[src/rtl/cg_burst_gate.sv]
// Multi-channel glitch-free clock gate.
// Each channel runs a small sequencer that drives the enable of a
// latch-based clock gate, either continuously or for an exact pulse count.
//
// state    | meaning
// ---------+----------------------------------------------------------
// ST_IDLE  | gate closed, waiting for a START rise or an EN level
// ST_BURST | gate open, counting down the loaded burst length
// ST_CONT  | gate open for as long as EN stays high
module cg_burst_gate #(
    parameter int NCH       = 1,
    parameter int CNT_WIDTH = 16
) (
    input  logic                     CLK,
    input  logic                     RST,
    input  logic [NCH-1:0]           EN,
    input  logic [NCH-1:0]           START,
    input  logic [NCH*CNT_WIDTH-1:0] BURST_LEN,
    output logic [NCH-1:0]           CK_OUT,
    output logic [NCH-1:0]           BUSY,
    output logic [NCH-1:0]           DONE
);

    typedef enum logic [1:0] {
        ST_IDLE  = 2'd0,
        ST_BURST = 2'd1,
        ST_CONT  = 2'd2
    } state_t;

    localparam logic [CNT_WIDTH-1:0] CNT_ZERO = '0;
    localparam logic [CNT_WIDTH-1:0] CNT_ONE  = CNT_ZERO + 1'b1;

    genvar gi;
    generate
        for (gi = 0; gi < NCH; gi++) begin : g_ch
            state_t               st;
            logic [CNT_WIDTH-1:0] cnt;
            logic [CNT_WIDTH-1:0] len;
            logic                 en_q;
            logic                 done_q;
            logic                 start_d;
            logic                 start_rise;
            logic                 en_l;

            assign len        = BURST_LEN[gi*CNT_WIDTH +: CNT_WIDTH];
            assign start_rise = START[gi] & ~start_d;

            // Channel sequencer; START wins over EN, and the burst length is
            // only looked at when the counter is loaded.
            always_ff @(posedge CLK) begin
                if (RST) begin
                    st      <= ST_IDLE;
                    cnt     <= CNT_ZERO;
                    en_q    <= 1'b0;
                    done_q  <= 1'b0;
                    start_d <= 1'b0;
                end else begin
                    start_d <= START[gi];
                    done_q  <= 1'b0;
                    case (st)
                        ST_IDLE: begin
                            if (start_rise) begin
                                if (len != CNT_ZERO) begin
                                    st   <= ST_BURST;
                                    cnt  <= len;
                                    en_q <= 1'b1;
                                end else begin
                                    done_q <= 1'b1;
                                end
                            end else if (EN[gi]) begin
                                st   <= ST_CONT;
                                en_q <= 1'b1;
                            end
                        end
                        ST_BURST: begin
                            cnt <= cnt - CNT_ONE;
                            if (cnt == CNT_ONE) begin
                                st     <= ST_IDLE;
                                en_q   <= 1'b0;
                                done_q <= 1'b1;
                            end
                        end
                        ST_CONT: begin
                            if (!EN[gi]) begin
                                st   <= ST_IDLE;
                                en_q <= 1'b0;
                            end
                        end
                        default: begin
                            st   <= ST_IDLE;
                            en_q <= 1'b0;
                        end
                    endcase
                end
            end

            // Enable latch: only follows en_q while CLK is low, so the gated
            // clock can never be truncated or see a runt pulse.
            always_latch begin
                if (!CLK) en_l = en_q;
            end

            assign CK_OUT[gi] = CLK & en_l;
            assign BUSY[gi]   = (st != ST_IDLE);
            assign DONE[gi]   = done_q;
        end
    endgenerate

endmodule

[config.mk]
export PLATFORM = sky130hd
export DESIGN_NAME = cg_burst_gate
export DESIGN_NICKNAME = d
export VERILOG_FILES = /design/src/rtl/cg_burst_gate.sv
export SDC_FILE = /design/constraint.sdc
export NUM_CORES = 1
export LEC_CHECK = 0
export ABC_CLOCK_PERIOD_IN_PS = 4100
export CORE_MARGIN = 2
export CORE_UTILIZATION = 55
export CTS_CLUSTER_DIAMETER = 50
export DETAILED_ROUTE_END_ITERATION = 6
export PLACE_DENSITY = 0.87
export SKIP_LAST_GASP = 1
export SLEW_MARGIN = 20
export SYNTH_ARGS = -nofsm -noshare
export SYNTH_HDL_FRONTEND = slang
export SYNTH_SLANG_ARGS = --single-unit
[constraint.sdc]
create_clock -name CLK -period 4.1 [get_ports CLK]
set_input_delay 0.82 -clock CLK [delete_from_list [all_inputs] [get_ports CLK]]
set_output_delay 0.82 -clock CLK [all_outputs]
set_load 0.02 [all_outputs]
After elaboration in Yosys (flattened, before gate mapping). Cells that the tools add are included. Widths: inputs -> output; s select.

Bits in registers: 21. Output and inout bits: 3. Input bits: 20. Bits in latches: 1. Word-level logic and storage cells: 45.

Reductions and logical operators: 6. Bitwise operators: 3. Equality and inequality tests: 9. Add/subtract/negate cells: 1. Multiplexer cells: 20.

Operators by type and width (number): $mux 16 (2); $pmux 16 s2 (1); $eq 16x1->1 const B (1); $reduce_bool 16->1 (1); $sub 16x1->16 const B (1); $mux 2 (5); $mux 1 (9); $ne 2x2->1 const B (4); $ne 3x3->1 const B (2); $pmux 2 s3 (1); $reduce_and 4->1 (1); $reduce_bool 2->1 (2); $pmux 1 s3 (1); $reduce_and 3->1 (1); $and 1x1->1 (2); $eq 2x1->1 const B (1); $eq 2x2->1 const B (1); $logic_not 2->1 (1); $pmux 1 s2 (1); $not 1->1 (1).

Logic depth before layout (Yosys ltp).
Depth after elaboration: 4. Mapped depth: 7. Depth with buffers taken out: 6.

==> summary.txt <==
Logic synthesis
  • Synth Instances: 154
  • Mean area per synthesized cell: 8.45 um2
  • Adder-cell share of the synthesized area: 0.0192
  • Post-synth top cells: dfxtp_1 (21), nand2_1 (13), a21oi_1 (9), a31oi_1 (9), nor4_1 (8)
  • Primary FF master, synth: dfxtp_1
  • Synth Area in XOR/XNOR: 0.0202
  • Compound-Gate Fraction of Synth Area: 0.263
  • Largest family of logic cells by synthesized area: simple AND/OR/NAND/NOR gates
  • Flops & latches, synth: 22
  • Synthesized Nets: between 150 and 200
  • Synth cell types: 44
  • Post-synth EDFFs: 0
  • Yosys top cell area share: 0.323
  • Multiplexer area fraction after synthesis: 0.00769
  • Yosys top cell by area: dfxtp_1
  • Area of the mapped netlist: roughly 1300 um2
  • Synth top area cells: dfxtp_1 (32%), o221ai_1 (4.7%), a31oi_1 (4.3%)
  • Count leader, synth: dfxtp_1
  • Synth Warn #: 0
  • Synth async-reset ratio: 0
  • Post-synthesis simple-gate area fraction: 0.292

Worst setup path
  • Worst Setup EP: CK_OUT
  • Setup crit end kind: output port
  • Worst reg2reg endpoint: g_ch[0].en_l
  • Crit Path Class: latch to output port
  • Crit-path leading delay family: latches
  • WP buf/inv: 1
  • Levels on crit path: 2
  • CP max stage delay: roughly 400 ps
  • Cell depth of the worst flop-to-flop path: 0
  • Maximum fanout along the worst path: 1
  • Crit path required time: 3280 ps
  • Worst-path cell chain: and2_1 -> clkdlybuf4s15_2
  • RR Startpoint: g_ch[0].en_q
  • Flop2flop setup slack: around 1600 ps
  • Critical path startpoint: g_ch[0].en_l
  • Slowest CP cell: dlxtn_1
  • Worst setup SP type: latch
  • Worst Path Arrival: 3230 ps

Clock tree
  • Setup Fix Bufs, Post-CTS: 0
  • Post-cts gate resize count: 3
  • CTS tree: built
  • Clk_lat worst skew: roughly 420 ps
  • Hold buffer count at cts: 0
  • Clock transition at the registers of the reported paths: 120 ps

Timing
  • Actual slew at the worst max-slew pin: 811 ps
  • Slew Limit Fails: 0
  • Final setup fails: 0
  • Fin. Hold Viols: 0
  • Setup TNS: 0 ps
  • Clk_skew: 1.58 ps
  • Slew headroom: 0.458
  • Worst hold slack: 485 ps
  • RSZ-0062 raised after global routing: no

Drt
  • DR WL/cell: 16.9 um
  • DRC viols: 0
  • Routed Antenna Nets: 0
  • Via count: 1325
  • Vias/cell: 6.63
  • Initial drt markers: 64
  • First-pass DRT Iterations: 4
  • Routed wire length: between 3000 and 4000 um

Floorplan
  • Core region area: 2230 um2
  • Initial core utilization: 0.583
  • Boundary pin count: 23
  • Die X: 52.6 um
  • Row count: 17
  • Die area: 2770 um2
  • Die height: 52.6 um

Global routing
  • Global-route wire length before repair: about 5600 um
  • Total Routing Usage GR: 0.276
  • Largest net degree at the start of global routing: 22
  • Initial antenna violation count: 0
  • Vias in the first global route: 1259
  • Global route total overflow: 0

Pwr
  • Max VDD drop: approximately 0.25 mV
  • Cell Pwr Density: just under 400 nW/um2
  • Fraction of power consumed by the clock network: 0.265
  • Flop pwr share: 0.445
  • NetSw: roughly 0.00020 W
  • Static leakage: 0.519 nW
  • P_int: just under 0.0004 W
  • Switch share: 0.338
  • Combinational power share: 0.290

Placement
  • Post-DP Area: between 1000 and 1500 um2
  • Inst Count DP: 193
  • Final HPWL from detailed placement: 2370 um
  • Port Buf Inserts: 22
  • Routability cong.: between 0.9 and 1

Job
  • MaxCap Viol Count: 0

Status
  • Status: finished, final reports clean

Cells and area
  • Inserted Diodes: 0
  • Cell Count, Final, Fillers Out: 200
  • Area Overhead vs Synth: 18.3%
  • Final Cell Area: 1540 um2
  • Share of layout cells above drive strength 1: 0.145
  • Nets: a little under 200

Worst hold path
  • Hold crit path type: flop to latch
==> registers in the layout, indices dropped and copies added, names as in the netlist <==
name,cells
g_ch.cnt,16
g_ch.en_l,1
g_ch.en_q,1
DONE,1
g_ch.start_d,1
g_ch.st,2
==> power by group through the flow <==
| stage | sequential, W | combinational (W) | clock [W] |
|---|---|---|---|
| final | 0.000264 | 0.000172 | 0.000158 |
| after global routing | 0.000268 | 0.000189 | 0.000170 |
| after CTS | 0.000263 | 0.000170 | 0.000161 |
| after detailed placement | 0.000268 | 0.000168 | 0.0000135 |
| after global placement | 0.000266 | 0.000162 | 0.0000135 |
| after floorplan | 0.000253 | 0.000136 | 0.00000723 |
==> worst min path at each step <==
stage,from,to,depth (start not counted)
final,g_ch[0].en_q,g_ch[0].en_l,0
after global routing,g_ch[0].en_q,g_ch[0].en_l,0
after CTS,g_ch[0].en_q,g_ch[0].en_l,0
after detailed placement,g_ch[0].en_q,g_ch[0].en_l,0
after global placement,g_ch[0].en_q,g_ch[0].en_l,0
after floorplan,g_ch[0].en_q,g_ch[0].en_l,0
==> cells in the final DEF, fill, tap and decap left out, types with 2 or more instances in the layout <==
master,n
nand2b_1,2
o221a_2,2
o21a_1,2
a41oi_1,3
nand2_1,13
clkdlybuf4s50_1,21
or3b_2,3
nand3_1,6
a211oi_1,2
nor4_1,8
or2_2,4
or3_2,3
nor2_1,6
clkbuf_4,6
nor2b_1,2
ha_1,2
xnor2_1,2
inv_1,4
o21ai_0,3
or3_1,3
or4_4,3
o221ai_1,7
a21oi_1,9
a31oi_1,9
dfxtp_1,21
o31ai_1,3
nor3_1,6
==> layer usage <==
| metal | GRT usage | part of all wire | up-vias |
|---|---|---|---|
| li1 | - | - | 635 |
| met1 | 0.357 | 0.42 | 614 |
| met2 | 0.431 | 0.47 | 66 |
| met3 | 0.0457 | 0.082 | 10 |
| met4 | 0.154 | 0.025 | 0 |
| met5 | 0 | 0 | - |
==> cells by family (layout without fill, tap and decap cells) <==
logic type      after synthesis  in the layout
simple gates                 64             64
compound gates               47             47
flops                        21             21
buf+inv                      15             33
xor+xnor                      3              3
fa+ha+maj                     2              2
mux                           1              1
latches                       1              1
==> metrics by stage <==
stage	util	total power [W]	setup WS [ps]
after floorplan	-	0.000396	649
after global placement	0.667	0.000442	180
after detailed placement	0.667	0.000450	173
after CTS	0.689	0.000593	38.0
after global routing	0.689	0.000626	22.9
final	0.689	0.000594	54.7
==> area by class of cell <==
cell class / count / area [um2]
Tap cell: 28 / 35.0
Inverter: 4 / 15.0
Multi-Input combinational cell: 117 / 783
Fill cell: 201 / 694
Sequential cell: 22 / 435
Timing Repair Buffer: 21 / 210
Clock buffer: 8 / 60.1
No activity file was read; power rests on OpenSTA's default activity.
